[src/rtl/noise_ctrl_pkg.sv]
// rtl/noise_ctrl_pkg.sv - shared types and constants for the noise window controller
package noise_ctrl_pkg;

  localparam int PIX_W = 8;

  typedef logic [PIX_W-1:0] pix_t;

  localparam pix_t PEPPER_VAL      = 8'd0;
  localparam pix_t SALT_VAL        = 8'd255;
  localparam pix_t DEFAULT_PAD_VAL = 8'd128;

  localparam int WIN_N = 9;
  localparam int TL = 0;
  localparam int T  = 1;
  localparam int TR = 2;
  localparam int L  = 3;
  localparam int C  = 4;
  localparam int R  = 5;
  localparam int BL = 6;
  localparam int B  = 7;
  localparam int BR = 8;

  typedef enum logic [2:0] {IDLE, PRIME, RUN, DRAIN, DONE} state_t;

endpackage

[src/rtl/noise_window_controller_line_delay.sv]
// rtl/noise_window_controller_line_delay.sv - enabled pixel shift delay of DEPTH stages, reset-free storage
module line_delay
  import noise_ctrl_pkg::*;
#(
  parameter int DEPTH = 1
) (
  input  logic             clk,
  input  logic             en,
  input  logic [PIX_W-1:0] d,
  output logic [PIX_W-1:0] q
);

  logic [PIX_W-1:0] mem [DEPTH];

  always_ff @(posedge clk) begin
    if (en) begin
      mem[0] <= d;
      for (int i = 1; i < DEPTH; i++) begin
        mem[i] <= mem[i-1];
      end
    end
  end

  assign q = mem[DEPTH-1];

endmodule

[src/rtl/noise_window_controller.sv]
// rtl/noise_window_controller.sv - 3x3 window sequencer with border padding and valid/ready flow control
// Optional pepper/salt pixel counters are built when NOISE_STATS_EN is defined.
module noise_window_controller
  import noise_ctrl_pkg::*;
#(
  parameter int   IMG_W   = 256,
  parameter int   IMG_H   = 256,
  parameter pix_t PAD_VAL = DEFAULT_PAD_VAL
) (
  input  logic                       clk,
  input  logic                       rst,
  input  logic                       start,
  input  logic                       s_valid,
  output logic                       s_ready,
  input  logic [PIX_W-1:0]           s_pix,
  output logic                       m_valid,
  input  logic                       m_ready,
  output logic [PIX_W-1:0]           X0,
  output logic [PIX_W-1:0]           X1,
  output logic [PIX_W-1:0]           X2,
  output logic [PIX_W-1:0]           X3,
  output logic [PIX_W-1:0]           X4,
  output logic [PIX_W-1:0]           X5,
  output logic [PIX_W-1:0]           X6,
  output logic [PIX_W-1:0]           X7,
  output logic [PIX_W-1:0]           X8,
  output logic [$clog2(IMG_H)-1:0]   m_row,
  output logic [$clog2(IMG_W)-1:0]   m_col,
  output logic                       m_last,
  output logic                       busy,
  output logic                       frame_done
`ifdef NOISE_STATS_EN
  ,
  output logic [$clog2(IMG_W*IMG_H+1)-1:0] pepper_cnt,
  output logic [$clog2(IMG_W*IMG_H+1)-1:0] salt_cnt
`endif
);

  localparam int NPIX  = IMG_W * IMG_H;
  localparam int ROW_W = $clog2(IMG_H);
  localparam int COL_W = $clog2(IMG_W);
  localparam int CNT_W = $clog2(NPIX);
  localparam int DRN_W = $clog2(IMG_W + 2);

  localparam logic [CNT_W-1:0] PRIME_LAST = CNT_W'(IMG_W);
  localparam logic [CNT_W-1:0] FRAME_LAST = CNT_W'(NPIX - 1);
  localparam logic [DRN_W-1:0] DRAIN_N    = DRN_W'(IMG_W + 1);
  localparam logic [ROW_W-1:0] ROW_LAST   = ROW_W'(IMG_H - 1);
  localparam logic [COL_W-1:0] COL_LAST   = COL_W'(IMG_W - 1);

  state_t state, state_nxt;

  logic [CNT_W-1:0] pix_cnt;
  logic [DRN_W-1:0] drain_cnt;
  logic [ROW_W-1:0] ctr_row;
  logic [COL_W-1:0] ctr_col;
  logic             accept;
  logic             shift;
  logic             emit;
  pix_t             in_pix;

  // Tap registers; each row's three taps are seen before the shift, so the
  // incoming pixel itself is the bottom-right tap.
  pix_t bot0, bot1;
  pix_t mid0, mid1, mid2;
  pix_t top0, top1, top2;
  pix_t ld_a_q, ld_b_q;

  pix_t win_raw  [WIN_N];
  pix_t win_mask [WIN_N];
  pix_t win_q    [WIN_N];

  always_comb begin
    state_nxt  = state;
    s_ready    = 1'b0;
    busy       = 1'b1;
    frame_done = 1'b0;
    accept     = 1'b0;
    shift      = 1'b0;
    emit       = 1'b0;
    case (state)
      IDLE: begin
        busy = 1'b0;
        if (start) state_nxt = PRIME;
      end
      PRIME: begin
        s_ready = 1'b1;
        accept  = s_valid;
        shift   = accept;
        if (accept && pix_cnt == PRIME_LAST) state_nxt = RUN;
      end
      RUN: begin
        s_ready = !m_valid || m_ready;
        accept  = s_valid && s_ready;
        shift   = accept;
        emit    = accept;
        if (accept && pix_cnt == FRAME_LAST) state_nxt = DRAIN;
      end
      DRAIN: begin
        shift = (drain_cnt != DRAIN_N) && (!m_valid || m_ready);
        emit  = shift;
        if (m_valid && m_ready && m_last) state_nxt = DONE;
      end
      DONE: begin
        frame_done = 1'b1;
        state_nxt  = IDLE;
      end
      default: state_nxt = IDLE;
    endcase
  end

  assign in_pix = (state == DRAIN) ? PAD_VAL : s_pix;

  always_ff @(posedge clk) begin
    if (rst) begin
      state     <= IDLE;
      pix_cnt   <= '0;
      drain_cnt <= '0;
      ctr_row   <= '0;
      ctr_col   <= '0;
    end else begin
      state <= state_nxt;
      if (state == IDLE && start) begin
        pix_cnt   <= '0;
        drain_cnt <= '0;
        ctr_row   <= '0;
        ctr_col   <= '0;
      end
      if (accept) pix_cnt <= pix_cnt + 1'b1;
      if (state == DRAIN && shift) drain_cnt <= drain_cnt + 1'b1;
      if (emit) begin
        if (ctr_col == COL_LAST) begin
          ctr_col <= '0;
          ctr_row <= ctr_row + 1'b1;
        end else begin
          ctr_col <= ctr_col + 1'b1;
        end
      end
    end
  end

  always_ff @(posedge clk) begin
    if (shift) begin
      bot0 <= in_pix;
      bot1 <= bot0;
      mid0 <= ld_a_q;
      mid1 <= mid0;
      mid2 <= mid1;
      top0 <= ld_b_q;
      top1 <= top0;
      top2 <= top1;
    end
  end

  line_delay #(.DEPTH(IMG_W - 3)) u_line_a (
    .clk (clk),
    .en  (shift),
    .d   (bot1),
    .q   (ld_a_q)
  );

  line_delay #(.DEPTH(IMG_W - 3)) u_line_b (
    .clk (clk),
    .en  (shift),
    .d   (mid2),
    .q   (ld_b_q)
  );

  always_comb begin
    win_raw[TL] = top2;
    win_raw[T]  = top1;
    win_raw[TR] = top0;
    win_raw[L]  = mid2;
    win_raw[C]  = mid1;
    win_raw[R]  = mid0;
    win_raw[BL] = bot1;
    win_raw[B]  = bot0;
    win_raw[BR] = in_pix;
    win_mask = win_raw;
    if (ctr_row == '0) begin
      win_mask[TL] = PAD_VAL;
      win_mask[T]  = PAD_VAL;
      win_mask[TR] = PAD_VAL;
    end
    if (ctr_row == ROW_LAST) begin
      win_mask[BL] = PAD_VAL;
      win_mask[B]  = PAD_VAL;
      win_mask[BR] = PAD_VAL;
    end
    if (ctr_col == '0) begin
      win_mask[TL] = PAD_VAL;
      win_mask[L]  = PAD_VAL;
      win_mask[BL] = PAD_VAL;
    end
    if (ctr_col == COL_LAST) begin
      win_mask[TR] = PAD_VAL;
      win_mask[R]  = PAD_VAL;
      win_mask[BR] = PAD_VAL;
    end
  end

  always_ff @(posedge clk) begin
    if (rst) begin
      m_valid <= 1'b0;
      m_last  <= 1'b0;
      m_row   <= '0;
      m_col   <= '0;
      for (int i = 0; i < WIN_N; i++) win_q[i] <= '0;
    end else if (emit) begin
      m_valid <= 1'b1;
      m_last  <= (ctr_row == ROW_LAST) && (ctr_col == COL_LAST);
      m_row   <= ctr_row;
      m_col   <= ctr_col;
      win_q   <= win_mask;
    end else if (m_ready) begin
      m_valid <= 1'b0;
    end
  end

  assign X0 = win_q[TL];
  assign X1 = win_q[T];
  assign X2 = win_q[TR];
  assign X3 = win_q[L];
  assign X4 = win_q[C];
  assign X5 = win_q[R];
  assign X6 = win_q[BL];
  assign X7 = win_q[B];
  assign X8 = win_q[BR];

`ifdef NOISE_STATS_EN
  localparam int STAT_W = $clog2(NPIX + 1);

  logic [STAT_W-1:0] pep_acc;
  logic [STAT_W-1:0] salt_acc;

  // Running counts become visible only at frame end, so a reader never sees a partial frame.
  always_ff @(posedge clk) begin
    if (rst) begin
      pep_acc    <= '0;
      salt_acc   <= '0;
      pepper_cnt <= '0;
      salt_cnt   <= '0;
    end else begin
      if (state == IDLE && start) begin
        pep_acc  <= '0;
        salt_acc <= '0;
      end else if (accept) begin
        if (s_pix == PEPPER_VAL) pep_acc <= pep_acc + 1'b1;
        if (s_pix == SALT_VAL) salt_acc <= salt_acc + 1'b1;
      end
      if (state == DONE) begin
        pepper_cnt <= pep_acc;
        salt_cnt   <= salt_acc;
      end
    end
  end
`endif

endmodule
[config.mk]
export PLATFORM = sky130hd
export DESIGN_NAME = noise_window_controller
export DESIGN_NICKNAME = d
export VERILOG_FILES = /design/src/rtl/noise_ctrl_pkg.sv /design/src/rtl/noise_window_controller_line_delay.sv /design/src/rtl/noise_window_controller.sv
export SDC_FILE = /design/constraint.sdc
export NUM_CORES = 2
export LEC_CHECK = 0
export ABC_AREA = 1
export CELL_PAD_IN_SITES_DETAIL_PLACEMENT = 0
export CELL_PAD_IN_SITES_GLOBAL_PLACEMENT = 1
export CORE_ASPECT_RATIO = 0.5
export CORE_MARGIN = 3
export CORE_UTILIZATION = 58
export DETAILED_ROUTE_END_ITERATION = 6
export PLACE_DENSITY = 0.84
export SKIP_LAST_GASP = 1
export SLEW_MARGIN = 20
export SYNTH_ARGS = -nofsm -noshare
export SYNTH_HDL_FRONTEND = slang
export SYNTH_SLANG_ARGS = --single-unit
[constraint.sdc]
create_clock -name clk -period 210.2 [get_ports clk]
set_input_delay 42.04 -clock clk [delete_from_list [all_inputs] [get_ports clk]]
set_output_delay 42.04 -clock clk [all_outputs]
set_load 0.1 [all_outputs]
==> summary.txt <==
Status
  – Status: finished, violations left
  – Failing checks: design-rule violations

Hold path
  – Hold/Removal Path Class: flip-flop to flip-flop
  – Hold Crit Start: u_line_b.mem[101][3]$_DFFE_PP_
  – Hold depth: 0
  – Hold path endpoint: u_line_b.mem[102][3]$_DFFE_PP_

Cells and area
  – Area delta synth->final: 12.39%
  – Share of cells above drive strength 1: 9.808%
  – Commonest cells after routing, fill and taps aside: 4112 x edfxtp_1, 344 x clkbuf_16, 198 x nand2_1
  – Final Util: 65.69%
  – # nets final: 5452
  – Commonest non-fill, non-tap cell in the layout: edfxtp_1
  – Filler cells: 12720

Route
  – WL/cell: 26.44 um
  – Via density: 5.679
  – Residual DRC: 92
  – DR iter-0 viols: 7293
  – Final ANT Viol Nets: 0
  – Via Count: 49240
  – TritonRoute pass-1 iters: 7
  – Drt total wl: 229.2 mm

Placed design
  – Post-DP HPWL: 77.22 mm
  – Pre-CTS WS: 124.04 ns
  – Port Buf Inserts: 105
  – Placer Congestion: 0.8153

Global route
  – Antenna violations before repair: 9
  – GRT met3 Usage: 3.519%
  – First-pass GRT wire length: 334.9 mm
  – Met2 GRT Util: 31.13%
  – Number of global-route vias before repair: 49620
  – Largest net degree at the start of global routing: 218
  – GRT Total Usage: 19.65%
  – Global-route layer with the greatest usage: met2
  – Total global routing overflow: 0
  – GRT met1 Usage: 28.46%

Die
  – Die ar.: 229600 um2
  – # IOs: 106
  – Starting Density: 58.45%
  – Vert. Die Dim: 340.3 um
  – Core Box Area: 221800 um2
  – Die span in x: 674.6 um
  – Rows: 122

Power
  – NetSw: 0.6598 mW
  – Pleak: 46.40 nW
  – Pint: 1.803 mW
  – Clock share of power: 26.9%
  – Combinational Power Share: 9.6%
  – Sequential power share: 63.6%
  – Peak supply drop: 0.01518 mV
  – Sw Ratio: 26.79%
  – Power density over cell area: 16.90 nW/um2

Timing
  – Worst-Margin Slew: 1.138 ns
  – Final setup viols: 0
  – Skew final: 0.06584 ns
  – Max-slew headroom: 24.13%
  – Final Cycle Share: 40.99%
  – Final Hold Vio Count: 0
  – Highest Clock Rate: 0.01161 GHz
  – Post-Route Setup TNS: 0 ns
  – Post-layout min period: 86.16 ns
  – Unrepaired setup endpoints after global routing: no
  – PnR worst setup slack: 124.04 ns
  – Max-slew violation count: 0

Clocking
  – CTS sink cnt: 4246
  – CTS max path bufs: 4
  – Worst-Skew Late Latency: 0.87 ns
  – Htree depth: 5
  – Post-CTS resize count: 0
  – Inserted Clock Buffers: 337
  – Clock root buffer: clkbuf_16
  – Hold_buf cts: 0
  – Clk slew on worst S/H paths: 0.08 ns
  – CTS tree: built
  – Setup repair bufs after CTS: 0

Critical path
  – Reg2reg start: state[1]$_SDFFE_PP0P_
  – Crit start category: input port
  – Worst setup EP type: primary output
  – Worst Path Arrival: 44.12 ns
  – Critical Path Fanout Max: 4
  – FF-to-FF End: u_line_a.mem[206][4]$_DFFE_PP_
  – R2R Setup Slk: 202.78 ns
  – Cells on worst reg2reg path: 10
  – Crit path kind: input port to primary output
  – CP required: 168.16 ns

Synth
  – Yosys reg bits: 4246
  – Mapped cell area: 129600 um2
  – Post-synthesis cell count: 4989
  – Ys Warns: 0
  – Syn_area_per_cell: 25.99 um2
  – Distinct cells, synth: 37
  – Register area share after synthesis: 97.32%
  – Synth Net Count: 5010

Flow run
  – Max-cap violations: 0
## synthesized netlist by cell type
cell type / instances / area [um2]
nor2_2: 3 / 18.77
o31ai_1: 1 / 7.510
o22ai_1: 1 / 6.260
nor2_4: 2 / 22.52
inv_1: 58 / 217.7
ha_1: 8 / 100.1
clkbuf_2: 1 / 5.000
xor2_1: 2 / 17.52
nand2_2: 3 / 18.77
a31o_2: 2 / 17.52
o21ai_4: 1 / 16.27
nand3_1: 89 / 445.4
nor2_1: 97 / 364.1
buf_2: 20 / 100.1
edfxtp_1: 4112 / 123500
and2_1: 1 / 6.260
a31oi_1: 1 / 6.260
o21ai_1: 3 / 15.01
or2_2: 3 / 18.77
xnor2_1: 2 / 17.52
nand2_4: 1 / 11.26
nand4_1: 15 / 93.84
buf_1: 1 / 3.750
nor3_1: 13 / 65.06
a21oi_1: 111 / 555.5
o21ai_0: 61 / 305.3
buf_4: 2 / 15.01
o211ai_1: 1 / 7.510
inv_2: 5 / 18.77
nand3b_1: 1 / 7.510
and3_1: 1 / 6.260
buf_6: 10 / 112.6
nand2_1: 199 / 747.0
clkbuf_1: 20 / 75.07
dfxtp_1: 134 / 2683
a22oi_1: 2 / 15.01
nand3_2: 2 / 20.02
## per-layer routing
layer	routed length, um	vias up
met5	13	-
met4	8436	2
met3	14880	660
met2	113300	2369
met1	92530	25600
li1	-	20600
## worst max path at each step
stage	startpoint	to	slack, ns	cells past startpoint
after floorplan	m_ready	bot0[0]$_DFFE_PP_	73.40	5
after global placement	m_ready	s_ready	123.97	4
after detailed placement	m_ready	s_ready	124.04	4
after CTS	m_ready	s_ready	124.03	4
after global routing	m_ready	s_ready	123.94	4
final	m_ready	s_ready	124.04	4
## metrics by stage
step | cell area [um2] | power, mW | cells | hold WS (ns)
4_1_cts | 145500 | 2.475 | 8658 | 0.3573
3_3_place_gp | 134500 | 1.735 | 8061 | 0.4005
5_1_grt | 145700 | 2.556 | 8665 | 0.3840
2_1_floorplan | 129600 | 3.605 | 4989 | 0.4003
3_5_place_dp | 134500 | 1.764 | 8061 | 0.4045
6_report | 145700 | 2.463 | 8669 | 0.3774
## kinds of logic after synthesis
logic type / synth area share, %
fa+ha+maj: 0.07721
buf+inv: 0.4227
compound gates: 0.7345
flops: 97.32
simple gates: 1.424
xor+xnor: 0.02703
## critical path: stages
cell and delay, ns:
clkdlybuf4s50_1 0.51, nor2_2 0.08, o31ai_1 0.27, clkdlybuf4s50_1 1.21
## power by group through the flow
stage	logic (mW)	clock network, mW	registers (mW)
6_report	0.236	0.662	1.57
5_1_grt	0.258	0.705	1.59
4_1_cts	0.231	0.674	1.57
3_5_place_dp	0.227	0	1.54
3_3_place_gp	0.212	0	1.52
2_1_floorplan	0.138	0	3.47
## final cells by class
cell class | instances | area [um2] | share of cell area (%)
multi-input combinational | 626 | 2945 | 2.021
tap | 2976 | 3724 | 2.556
antenna | 4 | 10.01 | 0.006870
sequential | 4246 | 126200 | 86.59
clock inverter | 187 | 2083 | 1.430
timing repair buffer | 157 | 1670 | 1.146
clock buffer | 410 | 8876 | 6.092
inverter | 63 | 236.5 | 0.1623
## sequential cells by signal (all words and copies together), names as in the netlist, 9 cells and up
name / flops
u_line_a.mem: 2024
drain_cnt: 9
pix_cnt: 16
u_line_b.mem: 2024
Note: power is estimated with default switching activity, not from simulation.
